===== src/rtl/ro_puf_ctrl.sv =====
// ro_puf_ctrl: ring-oscillator PUF controller; races a selected RO pair once per
// response bit and records which ring produced more edges in a fixed window.
module ro_puf_ctrl #(
    parameter int NBITS  = 8,
    parameter int SETTLE = 4,
    parameter int WINDOW = 1024,
    parameter int CW     = 16
) (
    input  logic             clk,
    input  logic             rst,
    input  logic             start,
    input  logic [5:0]       challenge,
    output logic [2:0]       ro_sel,
    output logic [2:0]       ro_bx,
    output logic             ro_en,
    input  logic             ro_out1,
    input  logic             ro_out2,
    output logic             busy,
    output logic             done,
    output logic [NBITS-1:0] response
);
    localparam int PW = $clog2(SETTLE + WINDOW + 1);
    localparam int IW = NBITS > 1 ? $clog2(NBITS) : 1;

    typedef enum logic [2:0] {IDLE, SETL, MEAS, CMP, FIN} state_t;

    state_t        state;
    logic [PW-1:0] pc;
    logic [IW-1:0] i;
    logic [2:0]    base;
    logic [1:0]    sy1, sy2;
    logic          h1, h2;
    logic [CW-1:0] c1, c2;
    logic          e1, e2;

    assign e1 = sy1[1] & ~h1;
    assign e2 = sy2[1] & ~h2;

    // History always tracks the synchronized value, so it is current on SETTLE entry.
    always_ff @(posedge clk) begin
        if (rst) begin
            sy1 <= '0;
            sy2 <= '0;
            h1  <= 1'b0;
            h2  <= 1'b0;
            c1  <= '0;
            c2  <= '0;
        end else begin
            sy1 <= {sy1[0], ro_out1};
            sy2 <= {sy2[0], ro_out2};
            h1  <= sy1[1];
            h2  <= sy2[1];
            c1  <= state == SETL ? '0 : (ro_en && e1 && ~&c1) ? c1 + 1'b1 : c1;
            c2  <= state == SETL ? '0 : (ro_en && e2 && ~&c2) ? c2 + 1'b1 : c2;
        end
    end

    always_ff @(posedge clk) begin
        if (rst) begin
            state    <= IDLE;
            pc       <= '0;
            i        <= '0;
            base     <= '0;
            ro_sel   <= '0;
            ro_bx    <= '0;
            ro_en    <= 1'b0;
            busy     <= 1'b0;
            done     <= 1'b0;
            response <= '0;
        end else begin
            case (state)
                IDLE: if (start) begin
                    base     <= challenge[2:0];
                    ro_sel   <= challenge[2:0];
                    ro_bx    <= challenge[5:3];
                    response <= '0;
                    i        <= '0;
                    pc       <= '0;
                    busy     <= 1'b1;
                    state    <= SETL;
                end
                SETL: if (pc == PW'(SETTLE - 1)) begin
                    pc    <= '0;
                    ro_en <= 1'b1;
                    state <= MEAS;
                end else begin
                    pc <= pc + 1'b1;
                end
                MEAS: if (pc == PW'(WINDOW - 1)) begin
                    pc    <= '0;
                    ro_en <= 1'b0;
                    state <= CMP;
                end else begin
                    pc <= pc + 1'b1;
                end
                CMP: begin
                    response[i] <= c1 > c2;
                    if (i == IW'(NBITS - 1)) begin
                        done  <= 1'b1;
                        busy  <= 1'b0;
                        state <= FIN;
                    end else begin
                        i      <= i + 1'b1;
                        ro_sel <= base ^ 3'(i + 1'b1);
                        state  <= SETL;
                    end
                end
                FIN: begin
                    done  <= 1'b0;
                    state <= IDLE;
                end
                default: state <= IDLE;
            endcase
        end
    end
endmodule


===== config.mk =====
export PLATFORM = sky130hd
export DESIGN_NAME = ro_puf_ctrl
export DESIGN_NICKNAME = d
export VERILOG_FILES = /design/src/rtl/ro_puf_ctrl.sv
export SDC_FILE = /design/constraint.sdc
export NUM_CORES = 1
export LEC_CHECK = 0
export ABC_AREA = 1
export CORE_MARGIN = 2
export CORE_UTILIZATION = 34
export CTS_BUF_LIST = sky130_fd_sc_hd__clkbuf_4 sky130_fd_sc_hd__clkbuf_8
export DETAILED_ROUTE_END_ITERATION = 6
export PLACE_DENSITY = 0.52
export SYNTH_ARGS = -nofsm -noshare
export SYNTH_HDL_FRONTEND = slang
export SYNTH_SLANG_ARGS = --single-unit
export TNS_END_PERCENT = 5

===== constraint.sdc =====
create_clock -name clk -period 4.2 [get_ports clk]
set_input_delay 0.42 -clock clk [delete_from_list [all_inputs] [get_ports clk]]
set_output_delay 0.42 -clock clk [all_outputs]
set_load 0.005 [all_outputs]

==> results_dict.tcl, run 1 <==
set metrics [dict create \
    status "finished, final reports clean" \
    die_x_um 115 \
    worstPathCellList "clkdlybuf4s50_1 -> buf_4 -> inv_2 -> nand2_1 -> buf_4 -> a21oi_1 -> o31a_1" \
    max-slew-margin-rel_pct 59.7 \
    fillCellCount 1255 \
    path_max_fanout 23 \
    path_delay_family "buffers and inverters" \
    grt_pass1_vias 3523 \
    rsz0062_at_grt "no" \
    max_freq_mhz 474 \
    ir_drop_uv 212 \
    cts_root_buffer "clkbuf_8" \
    synth_top_family_by_area "simple AND/OR/NAND/NOR gates" \
    synth_mux_area_share_pct 0 \
    startpoint_type "primary input" \
    leakagePower_nw 1.80 \
    cp_common_cell "buf_4" \
    arrival_ns 2.37 \
    power_density_nw_per_um2 380 \
    postCtsHoldBufs 0 \
    ant_nets 0 \
    synthXorXnorAreaFrac_pct 5.87 \
    worst_pin_slew_ns 0.603 \
    synth.largest_area_cell "dfxtp_1" \
    cts_tree "yes" \
    synthSimpleGateAreaFrac_pct 32.0 \
    route.detailed.drc 0 \
    ys_ff_latch 75 \
    cts_inserted_buffers 9 \
    crit_buf_inv 4 \
    drive_above_1_share_pct 7.70 \
    io_pins 28 \
    dr.pass1.iters 5 \
    skew_ns 0.00874 \
    clkSlewWorstSetupHoldPaths_ns 0.08 \
    yosys-top-cells-area "dfxtp_1, nand2_1, a21oi_1" \
    antenna_found_initial 0 \
    fin_setup_tns_ns 0 \
    cts_setup_buffers 0 \
    gp_congestion 0.836 \
    synth_seq_area_share_pct 35.9 \
    dp_hpwl_mm 7.13 \
    ctsResizeCount 0 \
    yosysUniqueCellTypes 38 \
    finalSetupViolations 0 \
    post-route-util_pct 40.0 \
    grt_overflow 0 \
    antennaDiodeCount 0 \
    synthTopCellsByCount "nand2_1, dfxtp_1, nor2_1" \
    syn_to_final_growth_pct 14.9 \
    period_needed_ns 2.11 \
    slew_viol_final 0 \
    via_per_inst 4.87 \
    die-area_um2 13200 \
    crit_slowest_cell "nand2_1" \
    ctsLongestPathBuffers 2 \
    synth_ff_type "dfxtp_1" \
    reg2regPathDepth 8 \
    cp_num_cells 7 \
    rows 40 \
    synth_edf_count 0 \
    synthCells 602 \
    clock_sinks 75 \
    cp-end-kind "flip-flop" \
    num-nets-final 663 \
    netlist_area_um2 4180 \
    wl_mm 9.81 \
    grt_max_degree 24 \
    pre_cts_slack_ns 1.65 \
    synth_compound_area_share_pct 12.7 \
    start_util_pct 34.8 \
    crit_path_max_incr_delay_ns 0.51 \
    fin_crit_sh_pct 50.2 \
    core_um2 12000 \
    synth.avg_cell_area_um2 6.94 \
    fp.dieH_um 115 \
    port_buffers 27 \
    hold_depth 2 \
    grt_pass1_wl_mm 16.7 \
    clkLatencyLatePin_ns 0.37 \
    setup_slack_ns 2.09 \
    grt_use_total_pct 15.8 \
    avgRoutedWirePerCell_um 12.5 \
    synth_most_common_cell "nand2_1" \
    drt_first_iter_violations 277 \
    synth_top_area_share_pct 35.9 \
    crit_type "primary input to flip-flop" \
    vias 3813 \
    hp-class "flip-flop to flip-flop" \
    yosysWarnings 0 \
    synth_fa_ha_area_share_pct 6.29 \
    drv_cap 0 \
    async_flop_share_pct 0 \
    synth_nets 634 \
    htreeDepth 3 \
    critPathRequiredTime_ns 4.47 \
    hold_viol 0 \
]
## worst paths after layout
check                             from  endpoint  slack, ns
worst max-delay path               rst    c2[12]       2.09
worst min-delay path            sy2[0]    sy2[1]       0.41
worst min register to register  sy2[0]    sy2[1]       0.41
worst max register to register   c2[0]    c2[10]       2.18
## through the flow
stage	cells	hold slack (ns)	power (mW)	cell area (um2)
global placement	767	0.390	1.18	4570
detailed placement	767	0.397	1.18	4570
CTS	783	0.408	1.85	4800
global route	783	0.441	1.93	4800
floorplan	602	0.388	1.06	4180
finish	783	0.405	1.82	4800
## cell usage in the layout, fill, tap and decap left out
cell type	synthesis	layout
nand2_1	180	180
xor2_1	21	21
a31oi_1	2	2
nor3_1	14	14
inv_2	4	4
clkinvlp_4	0	1
clkdlybuf4s50_1	0	27
a21oi_2	8	8
o31a_1	1	1
or2_2	1	1
clkinv_2	1	2
nor3_2	3	3
nor3b_2	1	1
nand4_1	4	4
a21oi_1	56	56
o21ai_0	24	24
o2111ai_1	1	1
bufinv_16	0	2
nand3b_1	2	2
nor2_8	1	1
inv_4	1	1
o31ai_1	1	1
o21ai_2	1	1
nand2_2	5	5
xnor2_1	7	7
dfxtp_1	75	75
or2_0	1	1
inv_1	52	52
a21o_1	1	1
o22ai_1	1	1
nand3_1	30	30
clkbuf_4	0	1
clkbuf_8	0	11
ha_1	21	21
nor2_1	66	66
nand3_2	2	2
nor3_4	1	1
nor2_2	2	2
buf_4	0	2
## metal layers
layer	global-route usage, %	vias to the layer above	share of wire, %
li1	-	2005	-
met2	25.6	79	46
met1	20.9	1718	48
met4	4.42	0	0.97
met5	0	-	0
met3	4.22	11	5.0
## registers in the layout, indices dropped and copies added, names as in the netlist
name      flops
c1           16
ro_bx         3
ro_sel        3
sy1           2
h2            1
h1            1
response      8
base          3
state         3
i             3
pc           11
busy          1
sy2           2
c2           16
done          1
ro_en         1
## where the power goes
part	switching [mW]	total, mW	internal (mW)
logic	0.255	0.381	0.126
clock network	0.289	0.662	0.373
registers	0.0304	0.781	0.750
total	0.574	1.82	1.25
## tightest hold or removal path: stages, from the launching register on
cell and delay, ns:
dfxtp_1 0.30, inv_1 0.04, nor2_1 0.03
## logic make-up after synthesis
kind of cell	after synthesis
buf+inv	69
simple gates	313
fa+ha+maj	21
xor+xnor	28
flops	75
compound gates	96
## cell type report
type                            count  area, um2  share of cell area, %
Clock buffer                       12        159                   3.31
Multi-Input combinational cell    458       2380                   49.5
Sequential cell                    75       1500                   31.3
Timing Repair Buffer               29        285                   5.94
Tap cell                          147        184                   3.83
Clock inverter                      4       72.6                   1.51
Inverter                           58        221                   4.61
Note: power is estimated with default switching activity, not from simulation.
==> inputs of run 2 (changes only) <==
==> constraint.sdc (replaced) <==
create_clock -name clk -period 1.96 [get_ports clk]
set_input_delay 0.196 -clock clk [delete_from_list [all_inputs] [get_ports clk]]
set_output_delay 0.196 -clock clk [all_outputs]
set_load 0.005 [all_outputs]
==> run 2 against run 1 <==
  * Clock-buffer cell count fell by 1
  * Wire length rose by 0.73%
  * Flip-flop and latch count did not move
  * Via count rose by 1.9%
  * Combinational power rose by 130%
  * Design area rose by 1.7%
  * Final cell count rose by 1.8%
  * Sequential power rose by 110%
  * Die area did not move
  * Critical path type is now flip-flop to flip-flop
  * Largest power group unchanged
==> results_dict.tcl, run 2 (synthesis gave the netlist of run 1 again) <==
set metrics [dict create \
    io_pins 28 \
    grt_most_used_layer "met2" \
    vias 3884 \
    r2r_end "response[6]" \
    ctsLongestPathBuffers 2 \
    hold_viol 0 \
    met3_usage_pct 5.22 \
    die-area_um2 13200 \
    period_needed_ns 1.74 \
    rows 40 \
    htreeDepth 3 \
    drt_first_iter_violations 195 \
    antennaDiodeCount 0 \
    grt_pass1_wl_mm 17.3 \
    ant_nets 0 \
    die_x_um 115 \
    status "finished, final reports clean" \
    fin_setup_tns_ns 0 \
    wl_mm 9.88 \
    antenna_found_initial 0 \
    leakagePower_nw 1.86 \
    route.detailed.drc 0 \
    arrival_ns 1.99 \
    startpoint_type "flip-flop" \
    reg2regPathDepth 7 \
    fin_crit_sh_pct 88.9 \
    met2_usage_pct 27.2 \
    cts_setup_buffers 0 \
    hp-class "primary input to flip-flop" \
    crit_path_max_incr_delay_ns 0.36 \
    ff2ff_setup_slack_ns 0.22 \
    path_max_fanout 8 \
    grt_use_total_pct 16.4 \
    grt_max_degree 23 \
    cts_tree "yes" \
    worstPathCellList "inv_1 -> ha_1 -> nand2_1 -> nor3_1 -> nand3_1 -> nand2_2 -> a21oi_1" \
    hold_depth 3 \
    syn_to_final_growth_pct 16.9 \
    clkSlewWorstSetupHoldPaths_ns 0.08 \
    fillCellCount 1275 \
    start_util_pct 34.8 \
    multi_input_area_um2 2380 \
    port_buffers 27 \
    ir_drop_uv 404 \
    dr.pass1.iters 4 \
    cp-end-kind "flip-flop" \
    avgRoutedWirePerCell_um 12.4 \
    fp.dieH_um 115 \
    critPathRequiredTime_ns 2.21 \
    hold_ws_ns 0.367 \
    drive_above_1_share_pct 9.85 \
    cts_root_buffer "clkbuf_8" \
    clock_sinks 75 \
    startpoint "c2[15]" \
    max-slew-margin-rel_pct 68.6 \
    critical_path.endpoint "response[6]" \
    grt_pass1_vias 3692 \
    ctsResizeCount 0 \
    num-nets-final 677 \
    grtUsageMet1_pct 20.5 \
    skew_ns 0.00580 \
    reg2reg_from "c2[15]" \
    rsz0062_at_grt "no" \
    drv_cap 0 \
    dp_hpwl_mm 7.44 \
    finalSetupViolations 0 \
    reg_top3 "c1 x16, c2 x16, pc x11" \
    grt_overflow 0 \
    final_cell_mix "nand2_1, dfxtp_1, nor2_1" \
    clkLatencyLatePin_ns 0.37 \
    crit_slowest_cell "dfxtp_1" \
    max_freq_mhz 574 \
    via_per_inst 4.87 \
    power_density_nw_per_um2 751 \
    slew_viol_final 0 \
    final_common_cell "nand2_1" \
    worst_pin_slew_ns 0.470 \
    core_um2 12000 \
    postCtsHoldBufs 0 \
    gp_congestion 0.874 \
    regArea_um2 1500 \
    cts_inserted_buffers 9 \
    crit_type "flip-flop to flip-flop" \
]
[run 2: worst max-delay path, delay by kind of cell (launching register included)]
family                   cells  cell delay, ns
AO/OA/AOI/OAI                1            0.11
adder cells (fa/ha/maj)      1            0.31
buffers and inverters        1            0.10
flip-flops                   1            0.36
AND/OR/NAND/NOR              4            0.75
[run 2: where the power goes]
group          switching [mW]  internal, mW  leakage (nW)
logic                   0.569         0.315          1.16
clock network           0.613         0.512        0.0894
registers              0.0526          1.61         0.607
[run 2: worst min-delay path by stage]
| stage | startpoint | end | slack (ns) |
|---|---|---|---|
| 2_1_floorplan | rst | pc[9] | 0.27 |
| 3_3_place_gp | sy2[0] | sy2[1] | 0.39 |
| 3_5_place_dp | sy1[0] | sy1[1] | 0.40 |
| 4_1_cts | ro_out2 | sy2[0] | 0.35 |
| 5_1_grt | ro_out1 | sy1[0] | 0.37 |
| 6_report | ro_out1 | sy1[0] | 0.37 |
[run 2: area by class of cell]
type / instances / area share, %
clock buffers: 11 / 2.97
clock inverters: 5 / 0.768
inverters: 58 / 4.53
multi-input cells: 458 / 48.7
flip-flops and latches: 75 / 30.7
well taps: 147 / 3.77
repair buffers: 43 / 8.50
[run 2: metrics by stage]
| step | cell area (um2) | utilization, % | worst slack (ns) | total power [mW] | std cells |
|---|---|---|---|---|---|
| detailed placement | 4700 | 39.1 | 0.157 | 2.59 | 781 |
| global placement | 4700 | 39.1 | 0.123 | 2.58 | 781 |
| global route | 4880 | 40.7 | 0.0524 | 3.91 | 797 |
| floorplan | 4180 | - | 0.388 | 2.27 | 602 |
| CTS | 4880 | 40.6 | 0.129 | 3.75 | 797 |
| finish | 4880 | 40.7 | 0.218 | 3.67 | 797 |
[run 2: per-layer routing]
layer	part of all wire (%)	vias to the layer above
met1	48	1779
li1	-	2028
met2	46	71
met4	1.0	0
met5	0	-
met3	4.8	6
==> inputs of run 3 (changes only) <==
--- a/config.mk
+++ b/config.mk
@@ -14,4 +14,3 @@
 export SYNTH_ARGS = -nofsm -noshare
 export SYNTH_HDL_FRONTEND = slang
 export SYNTH_SLANG_ARGS = --single-unit
-export TNS_END_PERCENT = 5
==> results of run 3 <==
No change in the layout: final DEF, timing and power equal those of run 2.
